`src/rtl/w_trace_uart_tx.sv`:
```
// w_trace_uart_tx: watches the CPU W register and sends every new value
// out as an 8N1 UART frame. Captures are buffered in a small FIFO; the CPU
// is never stalled, so a full FIFO drops the byte and raises a sticky flag.
module w_trace_uart_tx #(
   parameter int CLKS_PER_BIT = 16,
   parameter int FIFO_DEPTH   = 8
) (
   input  logic                          clk,
   input  logic                          reset,
   input  logic [7:0]                    w_value,
   input  logic                          capture_en,
   input  logic                          clr_overflow,
   output logic                          tx,
   output logic                          busy,
   output logic [$clog2(FIFO_DEPTH):0]   fifo_count,
   output logic                          overflow
);

   localparam int AW = $clog2(FIFO_DEPTH);
   localparam int BW = (CLKS_PER_BIT > 1) ? $clog2(CLKS_PER_BIT) : 1;

   localparam logic [1:0] S_IDLE  = 2'd0;
   localparam logic [1:0] S_START = 2'd1;
   localparam logic [1:0] S_DATA  = 2'd2;
   localparam logic [1:0] S_STOP  = 2'd3;

   logic [7:0]    r_mem [FIFO_DEPTH];
   logic [AW-1:0] r_wptr;
   logic [AW-1:0] r_rptr;
   logic [AW:0]   r_count;
   logic [7:0]    r_last;
   logic          r_ovf;
   logic [1:0]    r_state;
   logic [BW-1:0] r_baud;
   logic [2:0]    r_bit;
   logic [7:0]    r_shift;

   logic w_push;
   logic w_pop;
   logic w_push_ok;
   logic w_empty;
   logic w_baud_end;

   assign w_push     = (w_value != r_last) && capture_en;
   assign w_empty    = (r_count == '0);
   assign w_baud_end = (r_baud == BW'(CLKS_PER_BIT - 1));
   // Pop either when idle or at the last stop-bit cycle, giving gapless frames
   assign w_pop      = !w_empty &&
                       ((r_state == S_IDLE) || ((r_state == S_STOP) && w_baud_end));
   // A pop on the same edge frees a slot, so a full FIFO can still accept
   assign w_push_ok  = w_push && ((r_count != (AW+1)'(FIFO_DEPTH)) || w_pop);

   // Track the last seen W value; reset value matches the CPU's W reset value
   always_ff @(posedge clk) begin
      if (reset) r_last <= 8'h00;
      else       r_last <= w_value;
   end

   // FIFO storage write; contents need no reset since pointers gate validity
   always_ff @(posedge clk) begin
      if (w_push_ok) r_mem[r_wptr] <= w_value;
   end

   // FIFO pointers, occupancy and sticky overflow flag (set beats clear)
   always_ff @(posedge clk) begin
      if (reset) begin
         r_wptr  <= '0;
         r_rptr  <= '0;
         r_count <= '0;
         r_ovf   <= 1'b0;
      end else begin
         if (w_push_ok) r_wptr <= r_wptr + AW'(1);
         if (w_pop)     r_rptr <= r_rptr + AW'(1);
         if (w_push_ok && !w_pop)      r_count <= r_count + (AW+1)'(1);
         else if (!w_push_ok && w_pop) r_count <= r_count - (AW+1)'(1);
         if (w_push && !w_push_ok) r_ovf <= 1'b1;
         else if (clr_overflow)    r_ovf <= 1'b0;
      end
   end

   // Transmit FSM: start bit, 8 data bits LSB first, stop bit
   always_ff @(posedge clk) begin
      if (reset) begin
         r_state <= S_IDLE;
         r_baud  <= '0;
         r_bit   <= '0;
         r_shift <= '0;
      end else begin
         case (r_state)
            S_IDLE: begin
               if (!w_empty) begin
                  r_shift <= r_mem[r_rptr];
                  r_baud  <= '0;
                  r_state <= S_START;
               end
            end
            S_START: begin
               if (w_baud_end) begin
                  r_baud  <= '0;
                  r_bit   <= '0;
                  r_state <= S_DATA;
               end else begin
                  r_baud <= r_baud + BW'(1);
               end
            end
            S_DATA: begin
               if (w_baud_end) begin
                  r_baud  <= '0;
                  r_shift <= {1'b0, r_shift[7:1]};
                  if (r_bit == 3'd7) r_state <= S_STOP;
                  else               r_bit   <= r_bit + 3'd1;
               end else begin
                  r_baud <= r_baud + BW'(1);
               end
            end
            S_STOP: begin
               if (w_baud_end) begin
                  r_baud <= '0;
                  if (!w_empty) begin
                     r_shift <= r_mem[r_rptr];
                     r_state <= S_START;
                  end else begin
                     r_state <= S_IDLE;
                  end
               end else begin
                  r_baud <= r_baud + BW'(1);
               end
            end
            default: r_state <= S_IDLE;
         endcase
      end
   end

   assign tx         = (r_state == S_START) ? 1'b0 :
                       (r_state == S_DATA)  ? r_shift[0] : 1'b1;
   assign busy       = (r_state != S_IDLE);
   assign fifo_count = r_count;
   assign overflow   = r_ovf;

endmodule

```
`config.mk`:
```
export PLATFORM = sky130hd
export DESIGN_NAME = w_trace_uart_tx
export DESIGN_NICKNAME = d
export VERILOG_FILES = /design/src/rtl/w_trace_uart_tx.sv
export SDC_FILE = /design/constraint.sdc
export NUM_CORES = 1
export LEC_CHECK = 0
export CAP_MARGIN = 20
export CORE_MARGIN = 2
export CORE_UTILIZATION = 48
export CTS_BUF_LIST = sky130_fd_sc_hd__clkbuf_16
export DETAILED_ROUTE_END_ITERATION = 10
export PLACE_DENSITY = 0.66
export SYNTH_ARGS = -nofsm -noshare
export SYNTH_HDL_FRONTEND = slang
export SYNTH_SLANG_ARGS = --single-unit
```
`constraint.sdc`:
```
create_clock -name clk -period 3.4 [get_ports clk]
set_clock_uncertainty 0.15 [all_clocks]
set_input_delay 0.34 -clock clk [delete_from_list [all_inputs] [get_ports clk]]
set_output_delay 0.34 -clock clk [all_outputs]
set_load 0.01 [all_outputs]
```
# ---- After elaboration in Yosys (flattened, before gate mapping)
# Memories as Yosys holds them, arrays and structs flattened. A register that Yosys moved wholly into a read port is not among the register bits.
# Cells that the tools add are included.
# W data, S select, Z words.
dict set report word_totals {
  ff_bits 36
  ram_bits 64
  inputBits 12
  out_inout_bits 7
  mem_count 1
}
dict set report classes {
  n_addsub 6
  eq_ne 13
  muxes 28
  n_reduce_logical 23
}
# memory words word_bits rd rd_ports_with_merged_regs write_ports line
set mem_list {}
lappend mem_list {r_mem 8 8 1 1 1 27} ;# logic [7:0] r_mem [FIFO_DEPTH];
# op n
set op_table {}
lappend op_table {{$mux W8} 3}
lappend op_table {{$pmux W8 S3} 1}
lappend op_table {{$mux W4} 4}
lappend op_table {{$mux W3} 5}
lappend op_table {{$ne A2 B2 Y1 const B} 6}
lappend op_table {{$mux W2} 5}
lappend op_table {{$add A3 B1 Y3 const B} 3}
lappend op_table {{$add A4 B1 Y4 const B} 2}
lappend op_table {{$ne A8 B8 Y1} 1}
lappend op_table {{$pmux W2 S4} 1}
lappend op_table {{$pmux W4 S2} 1}
lappend op_table {{$reduce_bool A2 Y1} 4}
lappend op_table {{$logic_and A1 B1 Y1} 7}
lappend op_table {{$mux W1} 7}
lappend op_table {{$pmux W3 S2} 1}
lappend op_table {{$reduce_and A5 Y1} 1}
lappend op_table {{$eq A2 B2 Y1 const B} 2}
lappend op_table {{$eq A4 B4 Y1 const B} 1}
lappend op_table {{$logic_not A4 Y1} 1}
lappend op_table {{$ne A4 B4 Y1 const B} 1}
lappend op_table {{$reduce_and A4 Y1} 1}
lappend op_table {{$sub A4 B1 Y4 const B} 1}
lappend op_table {{$eq A3 B3 Y1 const B} 1}
lappend op_table {{$logic_not A1 Y1} 3}
lappend op_table {{other kinds (6)} 7}

# ---- Longest topological paths before layout
# Gate-level depths: netlist of run 1.
dict set report logic_depth {
  ltp_word 10
  depth_mapped 13
  depth_no_buf 12
}

# ---- Worst setup path after synthesis of run 1
# OpenSTA, ideal clock, no wires.
dict set report synth_timing {
  path_kind {reg-to-reg}
  from {reg r_count[0] (netlist: fifo_count[0])}
  to {reg r_count[3] (netlist: fifo_count[3])}
  setup_time_ns 0.121
  t_arrival_ns 2.867
  setup_slack_ns 0.262
  path_stages_with_launch 12
  n_path_buf 1
  synth_period_minus_slack_ns 3.138
  path_cell_list {dfxtp_1 -> or4b_2 -> o21ai_1 -> a21oi_1 -> buf_6 -> ha_1 -> inv_1 -> ha_1 -> a21o_1 -> a21oi_1 -> mux2i_1 -> mux2_2}
}
dict set report synth_between {
  elab_chain_cells 8
  elab_cells_between_ends 15
}
# item line
set synth_rtl {}
lappend synth_rtl {{start, declared} 30} ;# logic [AW:0] r_count;
lappend synth_rtl {{start signal, assigned} 74} ;# if (w_push_ok && !w_pop) r_count <= r_count + (AW+1)'(1);
lappend synth_rtl {{start signal, assigned} 75} ;# else if (!w_push_ok && w_pop) r_count <= r_count - (AW+1)'(1);
lappend synth_rtl {{$logic_not A4 Y1} 45} ;# assign w_empty = (r_count == '0);
lappend synth_rtl {{$logic_not A1 Y1} --}
lappend synth_rtl {{$logic_and A1 B1 Y1} 48} ;# assign w_pop = !w_empty &&
lappend synth_rtl {{$logic_or A1 B1 Y1 *} 51} ;# assign w_push_ok = w_push && ((r_count != (AW+1)'(FIFO_DEPTH)) || w_pop);
lappend synth_rtl {{$logic_and A1 B1 Y1 *} 51}
lappend synth_rtl {{named net w_push_ok} 40} ;# logic w_push_ok;
lappend synth_rtl {{$logic_not A1 Y1} 75}
lappend synth_rtl {{$logic_and A1 B1 Y1} 75}
lappend synth_rtl {{$reduce_bool A2 Y1 (no line)} --}
# Mark *: on every way through the listed nets, which the timed path passes. The rest lies on a longest branch. The select of a mux whose other input is x is not followed.
# A chain may end at the register's enable or synchronous reset.

# ---- Final worst setup path of run 1
dict set report layout_timing {
  from {reg r_count[0] (netlist: fifo_count[0])}
  to {reg r_count[3] (netlist: fifo_count[3])}
}
dict set report layout_between {
  elab_chain_cells 8
  elab_cells_between_ends 15
}
# item
set layout_rtl {}
lappend layout_rtl {{branches (longest 8 deep; another with $sub A4 B1 Y4)}}
# Several ways; the timed one is not identified. The select of a mux whose other input is x is not followed.

==> results.ini, run 1 <==
[outcome]
status=completed

[yosys]
yosys.cell_types.count=50
synth-simple-area-share=0.103
ys.flop_type=edfxtp_1
synth_edf_count=64
synth_fa_ha_area_frac=0.0415
synthesis.instances=312
synth_compound_area_frac=0.0699
syn_area_mm2=0.00440
synth_area_leaders=edfxtp_1, dfxtp_1, mux4_2
synth_top_family_by_area=multiplexers
async_reset_ff_frac=0
yosysTopAreaCell=edfxtp_1
synthMuxAreaShare=0.121
synth_xor_area_frac=0.0239
ys_seq_elements=103
ys_warn_count=0
syn_avg_cell_area_um2=14.1
netlist.area_leader.share=0.436
ys_seq_area_frac=0.614
synth_nets=338

[pwr]
peakVddDrop_v=0.000414
switching_share=0.307
power_frac_seq=0.434
comb_power_share=0.284
p_total_uw=3560
powerDensity_mw_per_mm2=706
power.internal_uw=2470
p_leak_uw=0.00180
power.switching_uw=1090
clockPowerShare=0.282

[cts]
clock_path_buffers=2
cts_tree=yes
post_cts_resized=0
clkTransAtPathRegs_ns=0.07
h-tree-depth=3
clkLatencyLatePin_ns=0.34
postCtsHoldBufs=0
clkSinkCount=103
post_cts_buffers=0
cts_root_buf=clkbuf_16
cts_buffers=9

[routing]
first_pass_iters=5
antenna_left=0
post-route-drc-count=0
drt-initial-drc-count=72
drt_wl_total_mm=8.12
avgViaCountPerCell=5.56
wl_per_cell_um=17.8
via_count=2531

[timing]
rsz0062_at_grt=false
period_needed_ns=3.07
fin_setup_tns_ns=0
hold_viol=0
drv_slew=0
setup_viol=0
post-route-period-util=0.902
worst_pin_slew_ns=0.947
finalWorstSetupSlack_ns=0.334
slew_headroom=0.367
fmax_mhz=326

[grt]
grt_usage=0.178
grt_pass1_vias=2573
grt_antenna_before_repair=0
grt_start_max_net_pins=29
gr-total-overflow=0
grt_pass1_wl_mm=13.5

[worst_setup_path]
cp-start-kind=flip-flop
path_class=flip-flop to flip-flop
endpoint_kind=flip-flop
r2r-end=fifo_count[3]$_SDFFE_PP0P_
r2r_start=fifo_count[0]$_SDFFE_PP0P_
rr_worst_depth=10
cp_cell_sequence=or4b_2 > o21ai_1 > a21oi_1 > ha_1 > inv_1 > ha_1 > a21o_1 > a21oi_1 > mux2i_1 > mux2_2
reg2reg_slack_ns=0.33
slowest_stage=or4b_2
crit_arrival_ns=3.15
worstPathMaxFanout=6
cp.required_ns=3.49
cp_slowest_stage_delay_ns=0.71

[die]
coreArea_mm2=0.00881
num_rows=34
ios=19
die_h_um=99.8
die_width_um=99.8
start_util=0.500
dieArea_mm2=0.00996

[cells_and_area]
mostFrequentLayoutCells=edfxtp_1, dfxtp_1, a21oi_1
final_area_mm2=0.00505
fin_nets=368
num_antenna_cells=0
drive_gt1_frac=0.182
area_growth_syn_to_layout_pct=14.6
fin_util=0.573
final_common_cell=edfxtp_1

[placed_design]
place_ws_ns=0.0387
hpwl_mm=5.27
place.gp.congestion=0.763
port_buffers=18
dpl_cell_area_mm2=0.00476

[min_path]
min_path_type=flip-flop to flip-flop
worstHoldPathCells=2
min_from=r_shift[5]$_SDFFE_PP0P_
min_to=r_shift[5]$_SDFFE_PP0P_

[run]
cap_violations=0

[per-layer routing]
layer,track usage,up-vias,wire length [µm],share of wire
met5,0,-,0,0
met2,0.285,26,3910,0.48
met3,0.0251,11,155,0.019
met4,0.0664,0,120,0.015
met1,0.250,1263,3940,0.48
li1,-,1231,-,-
[cells by family after synthesis]
group,count (synthesis)
buffers and inverters,25
multiplexers,32
AND/OR/NAND/NOR,81
XOR/XNOR,12
adder cells (fa/ha/maj),14
AO/OA/AOI/OAI,45
flip-flops,103
[synth_stat cells, types with 2 or more instances]
library cell / instances
buf_6: 3
and4b_1: 3
nor4_1: 2
or4_1: 2
nand2_1: 16
ha_1: 13
nand3_1: 4
o211a_1: 2
mux2_2: 10
a211o_1: 2
nor2b_1: 12
nor2_1: 18
and3_1: 2
inv_1: 10
nor4bb_1: 2
xor2_1: 11
mux4_2: 16
nand2b_1: 11
clkbuf_1: 10
a21oi_1: 20
o211ai_1: 8
mux2i_1: 6
edfxtp_1: 64
dfxtp_1: 39
[critical path: cells and delay by family, from the launching register on]
kind / cells / cell delay (ns)
flops: 1 / 0.38
compound gates: 4 / 0.62
fa+ha+maj: 2 / 0.43
simple gates: 1 / 0.71
buf+inv: 1 / 0.07
mux: 2 / 0.58
[flip-flops by register name, indices dropped and copies added (netlist names), named ones only]
| register | count |
|---|---|
| r_state | 2 |
| r_shift | 8 |
| r_baud | 4 |
| fifo_count | 4 |
| r_rptr | 3 |
| r_wptr | 3 |
| r_bit | 3 |
| r_last | 8 |
| overflow | 1 |
| r_mem | 64 |
[area by class of cell]
| class | count | area, µm² |
|---|---|---|
| fill | 731 | 3760 |
| sequential | 103 | 2700 |
| multi-input combinational | 184 | 1580 |
| clock inverter | 7 | 62.6 |
| timing repair buffer | 34 | 300 |
| clock buffer | 9 | 225 |
| tap | 108 | 135 |
| inverter | 10 | 37.5 |
[worst max path at each step]
stage / from / to
final: fifo_count[0]$_SDFFE_PP0P_ / fifo_count[3]$_SDFFE_PP0P_
after global routing: fifo_count[0]$_SDFFE_PP0P_ / fifo_count[3]$_SDFFE_PP0P_
after CTS: fifo_count[0]$_SDFFE_PP0P_ / fifo_count[3]$_SDFFE_PP0P_
after detailed placement: w_value[2] / fifo_count[3]$_SDFFE_PP0P_
after global placement: w_value[2] / fifo_count[3]$_SDFFE_PP0P_
after floorplan: fifo_count[0]$_SDFFE_PP0P_ / fifo_count[3]$_SDFFE_PP0P_
[power by group through the flow]
stage / registers (µW) / logic, µW / clock network (µW)
after floorplan: 1540 / 774 / 0
after global placement: 1570 / 991 / 0
after detailed placement: 1570 / 1020 / 0
after CTS: 1550 / 1030 / 1020
after global routing: 1560 / 1130 / 1070
final: 1550 / 1010 / 1010
[through the flow]
step                      cells  hold WS, ns
after global routing        455        0.328
after detailed placement    439        0.292
after CTS                   455        0.302
after floorplan             312        0.281
final                       455        0.304
after global placement      439        0.288
(Power assumes the default switching activity.)
==> run 2, diff against run 1 <==
- ABC_AREA: unset -> 1
- PLACE_DENSITY: 0.66 -> 0.65
==> results.ini, run 2 <==
[outcome]
status=completed

[worst_setup_path]
cp_slowest_stage_delay_ns=0.33
cp-start-kind=flip-flop
crit_arrival_ns=3.03
endpoint_kind=flip-flop
worst-path-buf-inv=4
path_class=flip-flop to flip-flop
slowest_stage=dfxtp_1
worstPathMaxFanout=5
path_depth=18
r2r_start=r_baud[0]$_SDFFE_PP0P_
reg2reg_slack_ns=0.45
cp-startpoint=r_baud[0]$_SDFFE_PP0P_
crit_family=simple AND/OR/NAND/NOR gates
cp_cell_sequence=ha_1 > nand3_1 > inv_1 > a21oi_1 > nand2_1 > nand3_2 > inv_1 > ha_1 > inv_1 > ha_1 > nand2_1 > inv_1 > o21ai_0 > nand2_1 > nand2_1 > nand3_1 > nor2_1 > nor2_1
critPathCapture=fifo_count[3]$_SDFFE_PP0P_
r2r-end=fifo_count[3]$_SDFFE_PP0P_
cp.required_ns=3.49
rr_worst_depth=18

[yosys]
async_reset_ff_frac=0
yosys.cell_types.count=28
synth_common_cells=nand2_1, edfxtp_1, nand3_1
ys_seq_elements=103
synth_nets=498
netlist.area_leader.share=0.429
ys_seq_area_frac=0.603
synthesis.instances=472
ys.flop_type=edfxtp_1
syn_avg_cell_area_um2=9.49
syn_area_mm2=0.00448
synth_area_leaders=edfxtp_1, dfxtp_1, nand2_1
synth.most_common_cell=nand2_1
synth_edf_count=64
ys_warn_count=0
yosysTopAreaCell=edfxtp_1

[grt]
use_met3=0.0236
top_usage_layer=met2
grt_start_max_net_pins=33
met1_usage=0.267
grt_use_met2=0.299
gr-total-overflow=0
grt_usage=0.189
grt_pass1_wl_mm=14.7
grt_antenna_before_repair=0
grt_pass1_vias=3012

[cts]
cts_tree=yes
clkTransAtPathRegs_ns=0.07
postCtsHoldBufs=0
cts_buffers=9
cts_root_buf=clkbuf_16
post_cts_buffers=0
clkLatencyLatePin_ns=0.34
post_cts_resized=0
clkSinkCount=103
clock_path_buffers=2
h-tree-depth=3

[cells_and_area]
fin_nets=526
mostFrequentLayoutCells=nand2_1, edfxtp_1, nand3_1
largest_reg_flops=64
area_growth_syn_to_layout_pct=14.6
final_area_mm2=0.00513
fillerInstances=800
regArea_mm2=0.00270
final_common_cell=nand2_1
reg_top3=r_mem x64, r_last x8, r_shift x8
multiInputGateArea_mm2=0.00152
drive_gt1_frac=0.0812
num_antenna_cells=0
largest-register=r_mem

[die]
die_h_um=101
num_rows=35
start_util=0.489
ios=19
die_width_um=101
dieArea_mm2=0.0101
coreArea_mm2=0.00915

[pwr]
peakVddDrop_v=0.000414
p_leak_uw=0.00212
powerDensity_mw_per_mm2=737

[timing]
worst_pin_slew_ns=0.991
setup_viol=0
hold_viol=0
post-route-period-util=0.866
fmax_mhz=339
drv_slew=0
fin_setup_tns_ns=0
slew_headroom=0.339
period_needed_ns=2.95
rsz0062_at_grt=false

[routing]
via_count=3193
antenna_left=0
first_pass_iters=5
drt_wl_total_mm=8.96
post-route-drc-count=0
avgViaCountPerCell=5.18
drt-initial-drc-count=183
wl_per_cell_um=14.5

[min_path]
min_path_type=flip-flop to flip-flop

[placed_design]
dpl_cell_area_mm2=0.00483
hpwl_mm=5.89
place.gp.congestion=0.832
port_buffers=18

[run]
cap_violations=0

## run 2: cell types whose count changed after synthesis, moves of 12 or more
| cell | previous run | this run |
|---|---|---|
| nand2_1 | 16 | 116 |
| nand3_1 | 4 | 63 |
| nor2_1 | 18 | 51 |
| inv_1 | 10 | 42 |
| mux4_2 | 16 | 0 |
| nor2b_1 | 12 | 0 |
| o21ai_0 | 1 | 13 |
## run 2: power breakdown
group / leakage, µW / internal (µW) / switching (µW)
Sequential: 0.000902 / 1450 / 77.4
Clock: 0.000150 / 581 / 462
Combinational: 0.00107 / 432 / 774
Total: 0.00212 / 2470 / 1310
## run 2: worst register-to-register path: cells and delay by family, from the launching register on
| kind | cells | cell delay [ns] |
|---|---|---|
| AO/OA/AOI/OAI | 2 | 0.46 |
| flip-flops | 1 | 0.33 |
| buffers and inverters | 4 | 0.33 |
| adder cells (fa/ha/maj) | 3 | 0.69 |
| AND/OR/NAND/NOR | 9 | 0.88 |
## run 2: worst min path at each step
stage	from	end	slack, ns	cells past startpoint
finish	overflow$_SDFFE_PP0P_	overflow$_SDFFE_PP0P_	0.32	2
global route	r_shift[0]$_SDFFE_PP0P_	r_shift[0]$_SDFFE_PP0P_	0.33	2
floorplan	w_value[0]	r_mem[0][0]$_DFFE_PP_	0.29	0
CTS	r_shift[4]$_SDFFE_PP0P_	r_shift[4]$_SDFFE_PP0P_	0.32	2
global placement	r_shift[4]$_SDFFE_PP0P_	r_shift[4]$_SDFFE_PP0P_	0.30	2
detailed placement	overflow$_SDFFE_PP0P_	overflow$_SDFFE_PP0P_	0.31	2
## run 2: logic make-up (layout without fill, tap and decap cells)
family,count (synthesis),in the layout,synth area share
AO/OA/AOI/OAI,44,44,0.0542
buffers and inverters,61,94,0.0573
flip-flops,103,103,0.603
adder cells (fa/ha/maj),14,14,0.0408
AND/OR/NAND/NOR,242,242,0.229
XOR/XNOR,8,8,0.0156
## run 2: cell type report
| cell class | count | area share |
|---|---|---|
| clock buffer | 9 | 0.0439 |
| clock inverter | 7 | 0.0151 |
| inverter | 44 | 0.0324 |
| multi-input combinational | 308 | 0.296 |
| sequential | 103 | 0.527 |
| tap | 111 | 0.0271 |
| timing repair buffer | 34 | 0.0585 |
## run 2: per-layer routing
metal,wire length [µm],share of wire
met1,4150,0.46
met2,4300,0.48
met3,382,0.043
met4,124,0.014
met5,0,0
## run 2: per-stage QoR
stage	total power, µW	util	setup WS (ns)	hold WS [ns]	instances
floorplan	2450	-	0.849	0.289	472
global placement	2730	0.528	0.336	0.304	600
detailed placement	2770	0.528	0.212	0.305	600
CTS	3810	0.561	0.456	0.318	616
global route	4030	0.561	0.135	0.334	616
finish	3780	0.561	0.454	0.315	616
==> patch 1, RTL diff (flow settings as in run 2) <==
Reset style: asynchronous (`reset`), changed in 3 clocked blocks.
--- a/src/rtl/w_trace_uart_tx.sv
+++ b/src/rtl/w_trace_uart_tx.sv
@@ -51,7 +51,7 @@
    assign w_push_ok  = w_push && ((r_count != (AW+1)'(FIFO_DEPTH)) || w_pop);
 
    // Track the last seen W value; reset value matches the CPU's W reset value
-   always_ff @(posedge clk) begin
+   always_ff @(posedge clk or posedge reset) begin
       if (reset) r_last <= 8'h00;
       else       r_last <= w_value;
    end
@@ -62,7 +62,7 @@
    end
 
    // FIFO pointers, occupancy and sticky overflow flag (set beats clear)
-   always_ff @(posedge clk) begin
+   always_ff @(posedge clk or posedge reset) begin
       if (reset) begin
          r_wptr  <= '0;
          r_rptr  <= '0;
@@ -79,7 +79,7 @@
    end
 
    // Transmit FSM: start bit, 8 data bits LSB first, stop bit
-   always_ff @(posedge clk) begin
+   always_ff @(posedge clk or posedge reset) begin
       if (reset) begin
          r_state <= S_IDLE;
          r_baud  <= '0;
Check against the original RTL: differs if reset is asserted again (counterexample within 4 cycles, from zero or initial values and one cycle with reset high); with reset held inactive, the same outputs for 10 cycles.
==> patch 1 against run 2 <==
Routed wire length decreased by 5.4%. Sequential share of layout area grew 2.1 points. Sequential cell count shrank 3. Setup slack gained 0.15 ns. Final area grew 0.39%. Synthesized area up 0.36%. First-iteration DRC count up 3.3%.
Power is not compared: it rests on default switching activity, and its combinational part moved more than twofold at a synthesized area within 25%.
==> patch 1: results (changes against run 2) <==
Status - finished clean
Internal power - 2.19 mW
Pleak - 2.15 nW
Routability cong. - 0.807 (-2.9%)
Hold crit path type - in -> async
Count of cell types in the netlist - 29 (+3.6%)
Port Buffers - 18 (unchanged)
Critical-path maximum fanout - 6 (+1)
Main synth FF type - edfxtp_1
Post-route ant nets - 0 (unchanged)
Max clock buf depth - 2 (unchanged)
CTS Buf Count - 9 (unchanged)
# Post-CTS Setup Buffers - 0 (unchanged)
Top cells by count, synth - nand2_1, nand3_1, edfxtp_1
Root Driver - clkbuf_16
Antenna Cells - 0 (unchanged)
Data arrival, critical path - 2.88 ns (-0.15 ns)
Register area share after synthesis - 62.8% (+2.5 points)
Async SR Flop Fraction - 36.0% (+36 points)
Vias in the first global route - 2814 (-6.6%)
Relative slew slack - 31.9% (-1.9 points)
H-tree depth - 3 (unchanged)
Nets - 495 (-5.9%)
Top flop regs - r_mem: 64 flops, r_last: 8 flops, r_shift: 8 flops
DR WL/cell - 14.5 um (-0.40%)
Post-DP Area - 4850 um2 (+0.49%)
Share of cells above drive strength 1 - 9.70% (+1.6 points)
Syn Nets - 465 (-6.6%)
Wire length of the first global-routing pass - 14100 um (-3.9%)
CTS resizes - 0 (unchanged)
Synth warn - 0 (unchanged)
VDD IR max - 0.299 mV
GRT Overall Usage - 18.4% (-0.51 points)
Most area-consuming cells after synthesis - edfxtp_1, dfrtp_1, nand2_1
Filler cells - 783 (-2.1%)
Pre-antenna DRT Iters - 4 (-1)
Dpl hpwl - 5430 um (-7.9%)
Pin count of the biggest net entering global routing - 37 (+12%)
Vias - 2994 (-6.2%)
Clock Latency Late Sink - 0.34 ns (about the same)
Starting DRT DRC Count - 189 (+3.3%)
Initial antenna violation count - 0 (unchanged)
Post-synth EDFFs - 64 (unchanged)
Worst-path clk slew - 0.07 ns (about the same)
-- patch 1: routing by layer --
layer | up-vias | global-route usage (%) | routed length [um]
met2 | 61 | 29.5 | 4150
li1 | 1526 | - | -
met4 | 0 | 5.27 | 116
met3 | 12 | 4.09 | 358
met1 | 1395 | 25.5 | 3850
met5 | - | 0 | 0
-- patch 1: worst max-delay path, stage by stage, from the launching register on --
cell,delay [ns]
dfrtp_1,0.41
ha_1,0.25
nand3_2,0.14
inv_1,0.08
nand2_1,0.13
nand3b_4,0.13
nand3_2,0.10
inv_1,0.04
ha_1,0.17
inv_1,0.15
ha_1,0.30
a21oi_1,0.13
nand2_1,0.10
a21oi_1,0.18
o21ai_0,0.11
nand2_1,0.07
nand2_1,0.05
-- patch 1: power by group through the flow --
stage	Sequential (mW)	Combinational [mW]	Clock, mW
6_report	1.55	0.500	1.00
5_1_grt	1.57	0.562	1.08
4_1_cts	1.55	0.504	1.03
3_5_place_dp	1.57	0.502	0
3_3_place_gp	1.57	0.490	0
2_1_floorplan	1.56	0.303	0
-- patch 1: worst paths after layout --
kind | startpoint | endpoint | slack [ns] | depth (start not counted)
worst max-delay path | r_baud[0] | fifo_count[3] | 0.60 | 16
worst min-delay path | reset | fifo_count[0] | 0.26 | 3
worst max register to register | r_baud[0] | fifo_count[3] | 0.60 | 16
worst min register to register | r_shift[4] | r_shift[4] | 0.33 | 2
max in group asynchronous | reset | r_shift[7] | 2.50 | 3
min in group clk | r_shift[4] | r_shift[4] | 0.33 | 2
-- patch 1: logic make-up after synthesis --
logic type | synth area share (%)
XOR/XNOR | 1.75
flip-flops | 62.8
AO/OA/AOI/OAI | 2.98
adder cells (fa/ha/maj) | 4.06
AND/OR/NAND/NOR | 23.6
buffers and inverters | 4.59
multiplexers | 0.250
-- patch 1: stage by stage --
step | worst slack (ns) | utilization (%) | std cells | total power [mW]
global route | 0.305 | 56.3 | 585 | 3.20
global placement | 0.399 | 53.0 | 569 | 2.06
finish | 0.599 | 56.3 | 585 | 3.05
CTS | 0.624 | 56.3 | 585 | 3.08
floorplan | 0.764 | - | 439 | 1.86
detailed placement | 0.282 | 53.0 | 569 | 2.08
-- patch 1: layout make-up --
type / instances / area [um2] / share of cell area [%]
flip-flops and latches: 100 / 2820 / 54.8
inverters: 33 / 124 / 2.40
repair buffers: 34 / 300 / 5.83
clock inverters: 7 / 73.8 / 1.43
multi-input cells: 291 / 1470 / 28.5
clock buffers: 9 / 225 / 4.37
well taps: 111 / 139 / 2.70
==> patch 2, RTL diff (settings of run 2) <==
Without the edit above. The parameter `CLKS_PER_BIT` goes from 16 to 8.
--- a/src/rtl/w_trace_uart_tx.sv
+++ b/src/rtl/w_trace_uart_tx.sv
@@ -2,7 +2,7 @@
 // out as an 8N1 UART frame. Captures are buffered in a small FIFO; the CPU
 // is never stalled, so a full FIFO drops the byte and raises a sticky flag.
 module w_trace_uart_tx #(
-   parameter int CLKS_PER_BIT = 16,
+   parameter int CLKS_PER_BIT = 8,
    parameter int FIFO_DEPTH   = 8
 ) (
    input  logic                          clk,
Behaviour: same outputs for any inputs over 10 cycles, from zero or initial values and one cycle with reset high; that may be too few to reach the edited logic, so the function may still have changed.
==> patch 2 against run 2 <==
Final area about the same. Sequential share of layout area shrank 0.44 points. Fmax increased by 0.47%. Routed wire length increased by 2.0%. Power up 2.1%. Count of clock-buffer cells in the layout did not move. Synthesized area down 0.45%. Sequential cell count down 1. Global-route usage grew 0.53 points. Synthesized cell count is 0.64% lower. First-iteration DRC count up 34%. Via count grew 0.88%. Setup slack improved by 0.014 ns.
==> patch 2: results (changes against run 2) <==
Dpl hpwl - 5910 um (+0.27%)
Wire length of the first global-routing pass - 15000 um (+2.0%)
Vias in the first global route - 3130 (+3.9%)
Grt met3 use - 3.76% (+1.4 points)
Synth Area in Compound Gates - 5.05% (-0.37 points)
Syn Inst Count - 469 (-0.64%)
Synth Area in XOR/XNOR - 1.18% (-0.39 points)
Crit path max-delay family - adder cells
Worst-Margin Slew - 0.586 ns (-0.405 ns)
Starting DRT DRC Count - 245 (+34%)
Met2 wire len - 4440 um (+3.3%)
ClkCell Share - 6.38% (+0.48 points)
Pleak - 2.12 nW (about the same)
Fraction of area in multi-input gates - 29.7% (+0.12 points)
DR WL/cell - 14.9 um (+2.5%)
Die Wd - 100 um (-0.21%)
Pwr Density - 751 nW/um2 (+2.0%)
Invs w/o clock - 42 (-4.5%)
Met3 WL - 500 um (+31%)
Non-clock buffer share - 5.85% (about the same)
Share of cells above drive strength 1 - 9.76% (+1.6 points)
Sequential cell area share - 52.2% (-0.44 points)
Nets - 524 (-0.38%)
Post-DP Area - 4810 um2 (-0.41%)
Pin count of the biggest net entering global routing - 34 (+3.0%)
Vias - 3221 (+0.88%)
Cell count after placement - 597 (-0.50%)
Register area share after synthesis - 60.2% (-0.18 points)
Status - finished clean
Most area-consuming cells after synthesis - edfxtp_1, dfxtp_1, nand2_1
GRT Overall Usage - 19.5% (+0.53 points)
Filler cells - 816 (+2.0%)
Routing usage on met2 - 32.0% (+2.1 points)
## patch 2: cell types whose count changed after synthesis, moves of 2 or more
cell / run 2 / this run
nand3_1: 63 / 61
inv_1: 42 / 37
buf_2: 9 / 6
buf_4: 0 / 3
nor2_1: 51 / 47
o211ai_1: 2 / 0
inv_2: 1 / 4
nand2_1: 116 / 127
a21oi_1: 22 / 19
xor2_1: 5 / 3
## patch 2: report_power, final
| part | internal, mW | switching [mW] | leakage, nW | total [mW] |
|---|---|---|---|---|
| clock | 0.654 | 0.457 | 0.157 | 1.11 |
| sequential | 1.45 | 0.0789 | 0.895 | 1.53 |
| combinational | 0.439 | 0.782 | 1.07 | 1.22 |
## patch 2: final timing paths
path,startpoint,end,slack (ns),cells after the start
max,r_baud[0],fifo_count[3],0.47,20
min,r_shift[2],r_shift[2],0.32,2
max reg2reg,r_baud[0],fifo_count[3],0.47,20
min reg2reg,r_shift[2],r_shift[2],0.32,2
